--- config.mk ---
export PLATFORM = sky130hd
export DESIGN_NAME = uart_byte_tx
export DESIGN_NICKNAME = d
export VERILOG_FILES = /design/src/rtl/uart_byte_tx.sv
export SDC_FILE = /design/constraint.sdc
export NUM_CORES = 1
export LEC_CHECK = 0
export CAP_MARGIN = 25
export CORE_MARGIN = 1.5
export CORE_UTILIZATION = 40
export CTS_BUF_LIST = sky130_fd_sc_hd__clkbuf_8
export DETAILED_ROUTE_END_ITERATION = 10
export PLACE_DENSITY = 0.58
export SYNTH_ARGS = -nofsm -noshare
export SYNTH_HDL_FRONTEND = slang
export SYNTH_SLANG_ARGS = --single-unit
--- constraint.sdc ---
create_clock -name sys_clk -period 4 [get_ports sys_clk]
set_input_delay 1 -clock sys_clk [delete_from_list [all_inputs] [get_ports sys_clk]]
set_output_delay 1 -clock sys_clk [all_outputs]
set_load 0.05 [all_outputs]
--- src/rtl/uart_byte_tx.sv ---
// UART transmitter: one 8N1 frame (optional parity) per send_en rising edge.
// All outputs are registered; send_busy falling edge paces the upstream cache.
module uart_byte_tx #(
    parameter int unsigned CLK_FREQ   = 50_000_000,
    parameter int unsigned BAUD       = 115200,
    parameter int unsigned PARITY_EN  = 0,
    parameter int unsigned PARITY_ODD = 0
) (
    input  logic       sys_clk,
    input  logic       sys_rst,
    input  logic       send_en,
    input  logic [7:0] send_byte_data,
    output logic       send_busy,
    output logic       tx_done,
    output logic       uart_txd
);

    localparam int unsigned CLKS_PER_BIT = CLK_FREQ / BAUD;
    localparam int unsigned CNT_W        = (CLKS_PER_BIT > 1) ? $clog2(CLKS_PER_BIT) : 1;
    localparam logic [CNT_W-1:0] CNT_LAST = CNT_W'(CLKS_PER_BIT - 1);
    localparam logic             ODD_BIT  = (PARITY_ODD != 0) ? 1'b1 : 1'b0;

    if (CLKS_PER_BIT < 2) begin : g_cpb_check
        $error("uart_byte_tx: CLKS_PER_BIT must be at least 2");
    end

    typedef enum logic [2:0] {
        ST_IDLE   = 3'd0,
        ST_START  = 3'd1,
        ST_DATA   = 3'd2,
        ST_PARITY = 3'd3,
        ST_STOP   = 3'd4
    } state_t;

    function automatic logic frame_parity(input logic [7:0] data, input logic odd);
        return (^data) ^ odd;
    endfunction

    state_t           state_r, state_s;
    logic [CNT_W-1:0] cnt_r, cnt_s;
    logic [2:0]       idx_r, idx_s;
    logic [7:0]       shift_r, shift_s;
    logic             par_r, par_s;
    logic             en_q_r;
    logic             txd_r, txd_s;
    logic             busy_r, busy_s;
    logic             done_r, done_s;
    logic             start_s;
    logic             bit_end_s;

    // Next state plus next values of the registered outputs; a rising edge seen
    // during the tx_done cycle is dropped because the frame is only just closing.
    always_comb begin
        state_s   = state_r;
        cnt_s     = cnt_r;
        idx_s     = idx_r;
        shift_s   = shift_r;
        par_s     = par_r;
        txd_s     = 1'b1;
        busy_s    = 1'b0;
        done_s    = 1'b0;
        start_s   = send_en & ~en_q_r & ~done_r;
        bit_end_s = (cnt_r == CNT_LAST);
        case (state_r)
            ST_IDLE: begin
                if (start_s) begin
                    state_s = ST_START;
                    cnt_s   = '0;
                    shift_s = send_byte_data;
                    par_s   = frame_parity(send_byte_data, ODD_BIT);
                    txd_s   = 1'b0;
                    busy_s  = 1'b1;
                end else begin
                    state_s = ST_IDLE;
                end
            end
            ST_START: begin
                busy_s = 1'b1;
                if (bit_end_s) begin
                    state_s = ST_DATA;
                    cnt_s   = '0;
                    idx_s   = 3'd0;
                    txd_s   = shift_r[0];
                end else begin
                    cnt_s = cnt_r + CNT_W'(1);
                    txd_s = 1'b0;
                end
            end
            ST_DATA: begin
                busy_s = 1'b1;
                if (bit_end_s) begin
                    cnt_s = '0;
                    if (idx_r == 3'd7) begin
                        if (PARITY_EN != 0) begin
                            state_s = ST_PARITY;
                            txd_s   = par_r;
                        end else begin
                            state_s = ST_STOP;
                            txd_s   = 1'b1;
                        end
                    end else begin
                        idx_s = idx_r + 3'd1;
                        txd_s = shift_r[idx_r + 3'd1];
                    end
                end else begin
                    cnt_s = cnt_r + CNT_W'(1);
                    txd_s = shift_r[idx_r];
                end
            end
            ST_PARITY: begin
                busy_s = 1'b1;
                if (bit_end_s) begin
                    state_s = ST_STOP;
                    cnt_s   = '0;
                    txd_s   = 1'b1;
                end else begin
                    cnt_s = cnt_r + CNT_W'(1);
                    txd_s = par_r;
                end
            end
            ST_STOP: begin
                txd_s = 1'b1;
                if (bit_end_s) begin
                    state_s = ST_IDLE;
                    cnt_s   = '0;
                    busy_s  = 1'b0;
                    done_s  = 1'b1;
                end else begin
                    cnt_s  = cnt_r + CNT_W'(1);
                    busy_s = 1'b1;
                end
            end
            default: begin
                state_s = ST_IDLE;
                cnt_s   = '0;
                idx_s   = 3'd0;
            end
        endcase
    end

    // State and output registers; en_q resets high so a held send_en is not a request.
    always_ff @(posedge sys_clk) begin
        if (sys_rst) begin
            state_r <= ST_IDLE;
            cnt_r   <= '0;
            idx_r   <= 3'd0;
            shift_r <= 8'd0;
            par_r   <= 1'b0;
            en_q_r  <= 1'b1;
            txd_r   <= 1'b1;
            busy_r  <= 1'b0;
            done_r  <= 1'b0;
        end else begin
            state_r <= state_s;
            cnt_r   <= cnt_s;
            idx_r   <= idx_s;
            shift_r <= shift_s;
            par_r   <= par_s;
            en_q_r  <= send_en;
            txd_r   <= txd_s;
            busy_r  <= busy_s;
            done_r  <= done_s;
        end
    end

    assign uart_txd  = txd_r;
    assign send_busy = busy_r;
    assign tx_done   = done_r;

endmodule

==> results.py, run 1 <==
metrics = {
    "synth": {
        "avgSynthCellArea_sq_um": 9.555,
        "syn_nets": 172,
        "yosysSeqAreaShare_pct": 37.36,
        "netlist_area_sq_um": 1500,
        "ys_seq_elements": 28,
        "synth.distinct_cells": 44,
        "synth-async-reset-ratio_pct": 0,
        "synth-edff-count": 0,
        "ys.flop_type": "dfxtp_1",
        "syn_inst": 157,
        "yosysWarnings": 0,
    },
    "floorplan": {
        "core_sq_um": 3633,
        "dieArea_sq_um": 4127,
        "rows": 22,
        "start_util_pct": 41.29,
        "io_pins": 14,
        "die_w_microns": 64.24,
        "die_height_microns": 64.24,
    },
    "routing": {
        "num_vias": 1192,
        "drtAntennaViolNets": 0,
        "wl_per_cell_microns": 13.98,
        "viasPerCell": 5.596,
        "wirelength_mm": 2.977,
        "dr.first_iter.drc_count": 76,
        "route.detailed.drc": 0,
        "first_pass_iters": 4,
    },
    "placed_design": {
        "port_buffers": 13,
        "pre_cts_ws_ns": 0.9133,
        "placed_cells": 210,
        "routabilityCongestion": 0.8345,
        "place_area_sq_um": 1663,
        "dp_hpwl_mm": 2.207,
    },
    "finish": {
        "multi_input_area_sq_um": 889.6,
        "nets": 182,
        "areaGrowthSynthToFinish_pct": 13.59,
        "seqCellArea_sq_um": 560.5,
        "fin_area_sq_um": 1704,
        "fillerInstances": 383,
        "fin_util_pct": 46.90,
        "drive_gt1_share_pct": 12.12,
        "antennaDiodeCount": 0,
        "stdcell_count": 213,
    },
    "worst_setup_path": {
        "critPathCaptureType": "flip-flop",
        "critPathKind": "primary input to flip-flop",
        "start_kind": "primary input",
        "cp_data_required_time_ns": 4.17,
        "cp.arrival_ns": 2.96,
        "r2r_setup_slack_ns": 1.84,
        "crit_fanout": 10,
    },
    "power_and_ir_drop": {
        "power_uw": 497.6,
        "peakVddDrop_uv": 136.1,
        "power_frac_comb_pct": 12.4,
        "p_sw_uw": 113.6,
        "clock_power_share_pct": 29.3,
        "intPower_uw": 384.0,
        "cellPowerDensity_nw_per_um2": 292.0,
        "switching_share_pct": 22.83,
        "p_seq_share_pct": 58.3,
        "leakagePower_nw": 0.5320,
    },
    "global_routing": {
        "antenna_found_initial": 0,
        "grt_pass1_wl_mm": 5.140,
        "grt_pass1_vias": 1155,
        "grt_max_degree": 28,
        "grt.overflow.total": 0,
        "grt.total_usage_pct": 15.31,
    },
    "timing": {
        "fin_crit_ns": 2.790,
        "finalWorstSetupSlack_ns": 1.210,
        "hold_violations": 0,
        "maxSlewHeadroom_pct": 57.06,
        "tightestPinTransition_ns": 0.6427,
        "finalCritPeriodShare_pct": 69.76,
        "finalSetupViolCount": 0,
        "worst_hold_slack_ns": 0.5302,
        "rsz0062_at_grt": "false",
        "max_freq_mhz": 358.4,
        "drv_slew": 0,
        "setup-tns-final_ns": 0,
        "worst_clock_skew_ns": 0.003192,
    },
    "run": {
        "maxCapViolCount": 0,
    },
    "clock_tree": {
        "htree_levels": 1,
        "postCtsSetupRepairBufs": 0,
        "clk_path_buf_depth": 2,
        "clock_tree.root_cell": "clkbuf_8",
        "clk_pin_slew_ns": 0.08,
        "tritoncts": "done",
        "clock_sinks": 28,
        "cts_resized": 0,
        "clock_latency_ns": 0.27,
        "ctsHoldBuffers": 0,
        "cts_buffers": 3,
    },
    "outcome": {
        "outcome": "complete, no violations",
    },
    "hold_path": {
        "min-delay-path-class": "flip-flop to flip-flop",
    },
}
==> sequential cells by signal, summed over array words and instances (netlist names) <==
name       flops
shift_r        8
send_busy      1
cnt_r          9
en_q_r         1
par_r          1
state_r        3
idx_r          3
tx_done        1
uart_txd       1
==> path summary, 6_finish.rpt <==
path,startpoint,endpoint,cells past startpoint
worst min-delay path,par_r$_SDFFE_PP0P_,par_r$_SDFFE_PP0P_,2
worst min register to register,par_r$_SDFFE_PP0P_,par_r$_SDFFE_PP0P_,2
worst max-delay path,send_en,cnt_r[8]$_SDFFE_PP0N_,5
worst max register to register,cnt_r[0]$_SDFFE_PP0N_,state_r[2]$_SDFFE_PP0P_,5
==> worst max-delay path: stages <==
cell and delay, ns:
clkdlybuf4s50_1 0.47, nor3b_2 0.50, o21ai_1 0.22, or4_1 0.50, a221oi_1 0.27
==> placed cells by master, fill, tap and decap left out, drive strengths merged, types with 2 or more instances in the layout <==
cell type and count:
or4 2, xnor2 7, o2111ai 2, nor2 14
mux2 2, o31ai 2, nand2 6, dfxtp 28
nand3 2, buf 2, or2 3, o21ai 11
a221oi 3, ha 4, xor2 4, o211ai 2
or4b 2, mux2i 8, clkbuf 3, a211oi 7
a22oi 2, nor3 2, or3 5, inv 2
clkdlybuf4s50 13, a21oi 7, mux4 4, nor3b 3
==> synth_stat cells, drive strengths merged, types with 2 or more instances <==
library cell | instances | area, sq um
a21oi | 7 | 38.79
mux4 | 4 | 90.09
nor2 | 14 | 52.55
clkbuf | 6 | 22.52
a22oi | 2 | 15.01
inv | 2 | 7.510
nand3 | 2 | 10.01
o2111ai | 2 | 17.52
xnor2 | 7 | 61.31
nor3 | 2 | 10.01
a211oi | 7 | 52.55
ha | 4 | 50.05
dfxtp | 28 | 560.5
mux2 | 2 | 22.52
a221oi | 3 | 26.28
or2 | 3 | 18.77
nand2 | 6 | 22.52
o31ai | 2 | 15.01
or4 | 2 | 15.01
xor2 | 4 | 35.03
or3 | 5 | 31.28
mux2i | 8 | 80.08
nor3b | 3 | 27.52
o21ai | 11 | 55.05
buf | 4 | 20.02
o211ai | 2 | 15.01
or4b | 2 | 23.77
==> per-layer routing <==
metal  GRT usage (%)  part of all wire (%)
met1           19.04                    47
met2           27.60                    51
met3           1.585                   1.8
met4           4.787                  0.24
met5               0                     0
==> power by group through the flow <==
stage / registers, mW / logic, mW / clock network (mW)
finish: 0.290 / 0.0616 / 0.146
global route: 0.291 / 0.0673 / 0.167
CTS: 0.290 / 0.0622 / 0.153
detailed placement: 0.297 / 0.0619 / 0
global placement: 0.297 / 0.0611 / 0
floorplan: 0.298 / 0.0392 / 0
==> logic make-up (layout without fill, tap and decap cells) <==
family                     count (synthesis)  in the layout  share of synthesized area (%)
muxes                                     14             14                          12.84
adders and majority gates                  4              4                          3.336
buffers and inverters                     12             20                          3.336
xor gates and xnor gates                  11             11                          6.422
DFF                                       28             28                          37.36
AOI/OAI and AO/OA                         40             40                          17.77
and+or+nand+nor                           48             48                          18.93
==> final cells by class <==
cell class              count  share of cell area (%)
clock buffers               3                   2.423
inverters                   2                  0.4405
multi-input cells         117                   52.20
flip-flops and latches     28                   32.89
well taps                  48                   3.524
repair buffers             15                   8.517
Power figures use the tool's default switching activity.
==> inputs of run 2 (changes only) <==
Settings changed: PLACE_DENSITY 0.58 to 0.6.
Clock period 4 ns to 2.45 ns, I/O delays scaled along.
==> run 2 against run 1 <==
Effect of this change: count of clock-buffer cells in the layout up 1; sequential cell count unchanged; critical path depth unchanged; hold slack worse by 0.0078 ns; non-clock buffer count up 4; critical path type is now flip-flop to flip-flop; critical endpoint is now state_r[2]$_SDFFE_PP0P_; largest cell class unchanged; highest routed layer unchanged.
==> results.py, run 2 (synthesis gave the netlist of run 1 again) <==
metrics = {
    "worst_setup_path": {
        "path_cells": "ha_1, nand4_1, or4_1, or4b_4, a21oi_2",
        "r2r-start": "cnt_r[0]$_SDFFE_PP0N_",
        "timing.rr.end": "state_r[2]$_SDFFE_PP0P_",
        "critPathCaptureType": "flip-flop",
        "r2r_setup_slack_ns": 0.29,
        "cp_data_required_time_ns": 2.66,
        "crit_fanout": 7,
        "critPathKind": "flip-flop to flip-flop",
        "rr_worst_depth": 5,
        "worst_path_max_delay_cell": "or4_1",
        "start_kind": "flip-flop",
        "cp.arrival_ns": 2.38,
        "slowest_delay_ns": 0.64,
    },
    "hold_path": {
        "hold_path_depth": 2,
        "whs_endpoint": "par_r$_SDFFE_PP0P_",
        "min_from": "par_r$_SDFFE_PP0P_",
        "min-delay-path-class": "flip-flop to flip-flop",
    },
    "floorplan": {
        "die_height_microns": 64.24,
        "dieArea_sq_um": 4127,
        "start_util_pct": 41.29,
        "rows": 22,
        "die_w_microns": 64.24,
        "core_sq_um": 3633,
        "io_pins": 14,
    },
    "power_and_ir_drop": {
        "p_seq_share_pct": 54.7,
        "cellPowerDensity_nw_per_um2": 495.4,
        "leakagePower_nw": 0.5591,
        "peakVddDrop_uv": 381.8,
        "intPower_uw": 664.1,
        "switching_share_pct": 23.31,
        "clock_power_share_pct": 33.1,
        "p_sw_uw": 201.9,
        "power_frac_comb_pct": 12.2,
    },
    "routing": {
        "first_pass_iters": 4,
        "route.detailed.drc": 0,
        "wirelength_mm": 3.167,
        "dr.first_iter.drc_count": 76,
        "num_vias": 1217,
        "viasPerCell": 5.583,
        "drtAntennaViolNets": 0,
        "wl_per_cell_microns": 14.53,
    },
    "global_routing": {
        "antenna_found_initial": 0,
        "grt.total_usage_pct": 17.56,
        "use_met1_pct": 19.87,
        "grt.overflow.total": 0,
        "grt_max_degree": 27,
        "grt.busiest_layer": "met2",
        "grt_use_met3_pct": 4.401,
        "grt_pass1_vias": 1282,
        "grtUsageMet2_pct": 31.64,
        "grt_pass1_wl_mm": 5.733,
    },
    "timing": {
        "maxSlewHeadroom_pct": 63.37,
        "max_freq_mhz": 462.9,
        "hold_violations": 0,
        "setup-tns-final_ns": 0,
        "drv_slew": 0,
        "tightestPinTransition_ns": 0.5474,
        "fin_crit_ns": 2.161,
        "finalCritPeriodShare_pct": 88.18,
        "rsz0062_at_grt": "false",
        "finalSetupViolCount": 0,
        "worst_clock_skew_ns": 0.001620,
    },
    "clock_tree": {
        "clk_pin_slew_ns": 0.09,
        "tritoncts": "done",
        "ctsHoldBuffers": 0,
        "clock_tree.root_cell": "clkbuf_8",
        "cts_buffers": 3,
        "cts_resized": 0,
        "clock_latency_ns": 0.27,
        "clk_path_buf_depth": 2,
        "clock_sinks": 28,
        "htree_levels": 1,
        "postCtsSetupRepairBufs": 0,
    },
    "finish": {
        "antennaDiodeCount": 0,
        "drive_gt1_share_pct": 14.71,
        "reg_top3": "cnt_r (9), shift_r (8)",
        "mostFrequentLayoutCells": "dfxtp_1, nor2_1, clkdlybuf4s50_1, o21ai_0, mux2i_1",
        "nets": 186,
        "areaGrowthSynthToFinish_pct": 16.51,
        "fin_area_sq_um": 1748,
        "final_common_cell": "dfxtp_1",
        "largest_reg_flops": 9,
        "fillerInstances": 359,
        "largest-register": "cnt_r",
    },
    "placed_design": {
        "place_area_sq_um": 1693,
        "routabilityCongestion": 0.8305,
        "dp_hpwl_mm": 2.392,
        "port_buffers": 13,
    },
    "run": {
        "maxCapViolCount": 0,
    },
    "outcome": {
        "outcome": "complete, no violations",
    },
}
[run 2: changes by cell type in the layout (fill, tap and decap cells not counted)]
cell	delta
buf_4	+4
clkbuf_8	+1
[run 2: worst max path at each step]
stage	startpoint	end	slack, ns	depth (start not counted)
6_report	cnt_r[0]$_SDFFE_PP0N_	state_r[2]$_SDFFE_PP0P_	0.29	5
3_5_place_dp	send_en	cnt_r[8]$_SDFFE_PP0N_	0.03	5
4_1_cts	cnt_r[0]$_SDFFE_PP0N_	state_r[2]$_SDFFE_PP0P_	0.29	5
5_1_grt	cnt_r[0]$_SDFFE_PP0N_	state_r[2]$_SDFFE_PP0P_	0.19	5
3_3_place_gp	send_en	cnt_r[8]$_SDFFE_PP0N_	0.14	5
2_1_floorplan	send_en	cnt_r[8]$_SDFFE_PP0N_	0.50	4
[run 2: layout make-up]
| cell class | count | area, sq um | share of cell area, % |
|---|---|---|---|
| multi-input cells | 117 | 889.6 | 50.89 |
| flip-flops and latches | 28 | 560.5 | 32.07 |
| clock buffers | 4 | 55.05 | 3.150 |
| repair buffers | 19 | 175.2 | 10.02 |
| inverters | 2 | 7.507 | 0.4295 |
| well taps | 48 | 60.06 | 3.436 |
[run 2: worst max-delay path: cells and delay by family (launching register included)]
kind                       cells  cell delay (ns)
and+or+nand+nor                3             1.32
DFF                            1             0.44
adders and majority gates      1             0.20
AOI/OAI and AO/OA              1             0.13
[run 2: metal layers]
metal  wire, microns  part of all wire, %
met5               0                    0
met4              46                  1.5
met3              86                  2.7
met2            1685                   53
met1            1349                   43
[run 2: power by group through the flow]
| stage | registers [mW] | logic (mW) | clock network, mW |
|---|---|---|---|
| CTS | 0.474 | 0.107 | 0.299 |
| global placement | 0.484 | 0.104 | 0 |
| global route | 0.476 | 0.115 | 0.318 |
| floorplan | 0.487 | 0.0639 | 0 |
| detailed placement | 0.484 | 0.107 | 0 |
| finish | 0.474 | 0.105 | 0.287 |
[run 2: per-stage QoR]
stage / power, mW / std cells / util, % / setup WS (ns) / hold WS [ns]
after floorplan: 0.5505 / 157 / - / 0.4957 / 0.4720
after global placement: 0.5879 / 214 / 46.59 / 0.1402 / 0.4977
after detailed placement: 0.5910 / 214 / 46.59 / 0.02841 / 0.5125
after CTS: 0.8798 / 218 / 48.11 / 0.2878 / 0.5271
after global routing: 0.9094 / 218 / 48.11 / 0.1950 / 0.5629
final: 0.8659 / 218 / 48.11 / 0.2895 / 0.5224
==> inputs of run 3 (changes only) <==
Settings changed: CTS_CLUSTER_DIAMETER set to 120, PLACE_DENSITY 0.6 to 0.58.
Clock period 2.45 ns to 2 ns, I/O delays scaled along.
==> run 3 against run 2 <==
Effect of this change: clock skew grew 0.0061 ns; die area is the same; design area grew 8.8%; global-route usage grew 0.42 points; combinational power grew 35%; core utilization grew 4.2 points; register-to-register slack lost 0.18 ns; count of clock-buffer cells in the layout shrank 1; non-clock buffer count grew 14; critical path depth grew 1; sequential share of layout area shrank 2.6 points; largest power group unchanged; highest routed layer unchanged.
==> results.py, run 3 (synthesis gave the netlist of run 1 again) <==
metrics = {
    "clock_tree": {
        "clock_latency_ns": 0.28,
        "clock_sinks": 28,
        "cts_buffers": 3,
        "htree_levels": 1,
        "clk_path_buf_depth": 2,
        "clock_tree.root_cell": "clkbuf_8",
        "tritoncts": "done",
        "clk_pin_slew_ns": 0.10,
    },
    "finish": {
        "final_common_cell": "dfxtp_1",
        "nets": 200,
        "largest_reg_flops": 9,
        "fin_area_sq_um": 1902,
        "antennaDiodeCount": 0,
        "areaGrowthSynthToFinish_pct": 26.77,
        "reg_top3": "cnt_r (9), shift_r (8)",
        "largest-register": "cnt_r",
        "mostFrequentLayoutCells": "dfxtp_1, buf_4, nor2_1, clkdlybuf4s50_1, o21ai_0",
        "drive_gt1_share_pct": 24.46,
    },
    "run": {
        "maxCapViolCount": 0,
    },
    "floorplan": {
        "core_sq_um": 3633,
        "die_w_microns": 64.24,
        "die_height_microns": 64.24,
        "dieArea_sq_um": 4127,
        "rows": 22,
        "start_util_pct": 41.29,
        "io_pins": 14,
    },
    "worst_setup_path": {
        "r2r_setup_slack_ns": 0.11,
        "slowest_delay_ns": 0.47,
        "cp_data_required_time_ns": 2.19,
        "path_buf_inv": 2,
        "path_cells": "clkdlybuf4s50_1, nor3b_2, buf_4, o21ai_1, or4_1, a221oi_1",
        "crit_cells": 6,
        "rr_worst_depth": 5,
        "r2r-start": "cnt_r[0]$_SDFFE_PP0N_",
        "cp.arrival_ns": 2.10,
        "cp_top_family": "buffers and inverters",
        "crit_fanout": 6,
        "timing.rr.end": "state_r[2]$_SDFFE_PP0P_",
        "worst_path_max_delay_cell": "clkdlybuf4s50_1",
        "critPathCaptureType": "flip-flop",
        "critPathKind": "primary input to flip-flop",
        "start_kind": "primary input",
    },
    "hold_path": {
        "min-delay-path-class": "flip-flop to flip-flop",
        "whs_endpoint": "par_r$_SDFFE_PP0P_",
        "min_from": "par_r$_SDFFE_PP0P_",
        "hold_path_depth": 2,
    },
    "timing": {
        "tightestPinTransition_ns": 0.5574,
        "worst_clock_skew_ns": 0.007753,
        "fin_crit_ns": 1.909,
        "finalCritPeriodShare_pct": 95.47,
        "setup-tns-final_ns": 0,
        "drv_slew": 0,
        "finalSetupViolCount": 0,
        "hold_violations": 0,
        "maxSlewHeadroom_pct": 62.70,
        "worst_hold_slack_ns": 0.5130,
        "max_freq_mhz": 523.7,
    },
    "power_and_ir_drop": {
        "p_sw_uw": 253.3,
        "power_frac_comb_pct": 12.2,
        "p_seq_share_pct": 49.7,
        "switching_share_pct": 21.72,
        "leakagePower_nw": 0.6568,
        "power_mw": 1.166,
        "peakVddDrop_uv": 261.5,
        "clock_power_share_pct": 38.1,
        "intPower_uw": 912.7,
        "cellPowerDensity_nw_per_um2": 613.1,
    },
    "placed_design": {
        "place_area_sq_um": 1785,
        "dp_hpwl_mm": 2.473,
        "routabilityCongestion": 0.9437,
        "port_buffers": 13,
    },
    "global_routing": {
        "grt_max_degree": 26,
        "antenna_found_initial": 0,
        "grt_pass1_vias": 1321,
        "grt.total_usage_pct": 17.98,
        "grt.overflow.total": 0,
        "grt_pass1_wl_mm": 5.878,
    },
    "routing": {
        "viasPerCell": 5.625,
        "wirelength_mm": 3.415,
        "wl_per_cell_microns": 14.72,
        "num_vias": 1305,
        "route.detailed.drc": 0,
        "dr.first_iter.drc_count": 64,
        "first_pass_iters": 4,
        "drtAntennaViolNets": 0,
    },
    "outcome": {
        "outcome": "complete, no violations",
    },
}
==> run 3: changes by cell type in the layout (fill, tap and decap cells not counted), sizes merged <==
cell / previous run / this run
buf: 6 / 21
clkbuf: 4 / 3
bufinv: 0 / 1
clkdlybuf4s50: 13 / 12
==> run 3: worst max path at each step <==
stage | start | to | slack [ns]
CTS | cnt_r[1]$_SDFFE_PP0N_ | state_r[2]$_SDFFE_PP0P_ | 0.02
global route | send_en | cnt_r[8]$_SDFFE_PP0N_ | -0.0005
finish | send_en | cnt_r[8]$_SDFFE_PP0N_ | 0.09
detailed placement | send_en | cnt_r[8]$_SDFFE_PP0N_ | -0.22
global placement | send_en | cnt_r[8]$_SDFFE_PP0N_ | -0.16
floorplan | cnt_r[0]$_SDFFE_PP0N_ | state_r[2]$_SDFFE_PP0P_ | 0.05
==> run 3: layer usage <==
layer | up-vias | global-route usage (%) | routed length [microns]
met5 | - | 0 | 0
met4 | 0 | 6.915 | 33
met3 | 4 | 2.289 | 100
met2 | 26 | 33.33 | 1811
met1 | 635 | 20.79 | 1470
li1 | 640 | - | -
==> run 3: through the flow <==
step | setup WS (ns) | cells | util [%]
finish | 0.09055 | 232 | 52.34
global route | -0.0004676 | 232 | 52.34
CTS | 0.01984 | 229 | 51.10
detailed placement | -0.2225 | 225 | 49.14
global placement | -0.1558 | 225 | 49.14
floorplan | 0.04720 | 157 | -
==> run 3: layout make-up <==
cell class                 count  area, sq um
clock inverter                 1        30.03
fill                         353         1732
sequential                    28        560.5
clock buffer                   3        41.29
timing repair buffer          33        287.8
tap                           48        60.06
inverter                       2        7.507
multi-input combinational    117        914.6
==> run 3: tightest hold or removal path, stage by stage, from the launching register on <==
cell	delay [ns]
dfxtp_1	0.33
nor2_1	0.10
a211oi_1	0.05
==> run 3: repair_timing <==
item,CTS,global route
resized for setup,0,8
hold buffers,0,0
setup buffers,0,2
endpoints found under the setup margin,0,11
endpoints found under the hold margin,0,0
==> run 3: power groups by stage <==
stage | registers (mW) | logic, mW | clock network, mW
after CTS | 0.580 | 0.136 | 0.462
after global routing | 0.582 | 0.154 | 0.477
after floorplan | 0.596 | 0.0783 | 0
after detailed placement | 0.592 | 0.135 | 0
final | 0.580 | 0.142 | 0.444
after global placement | 0.592 | 0.132 | 0
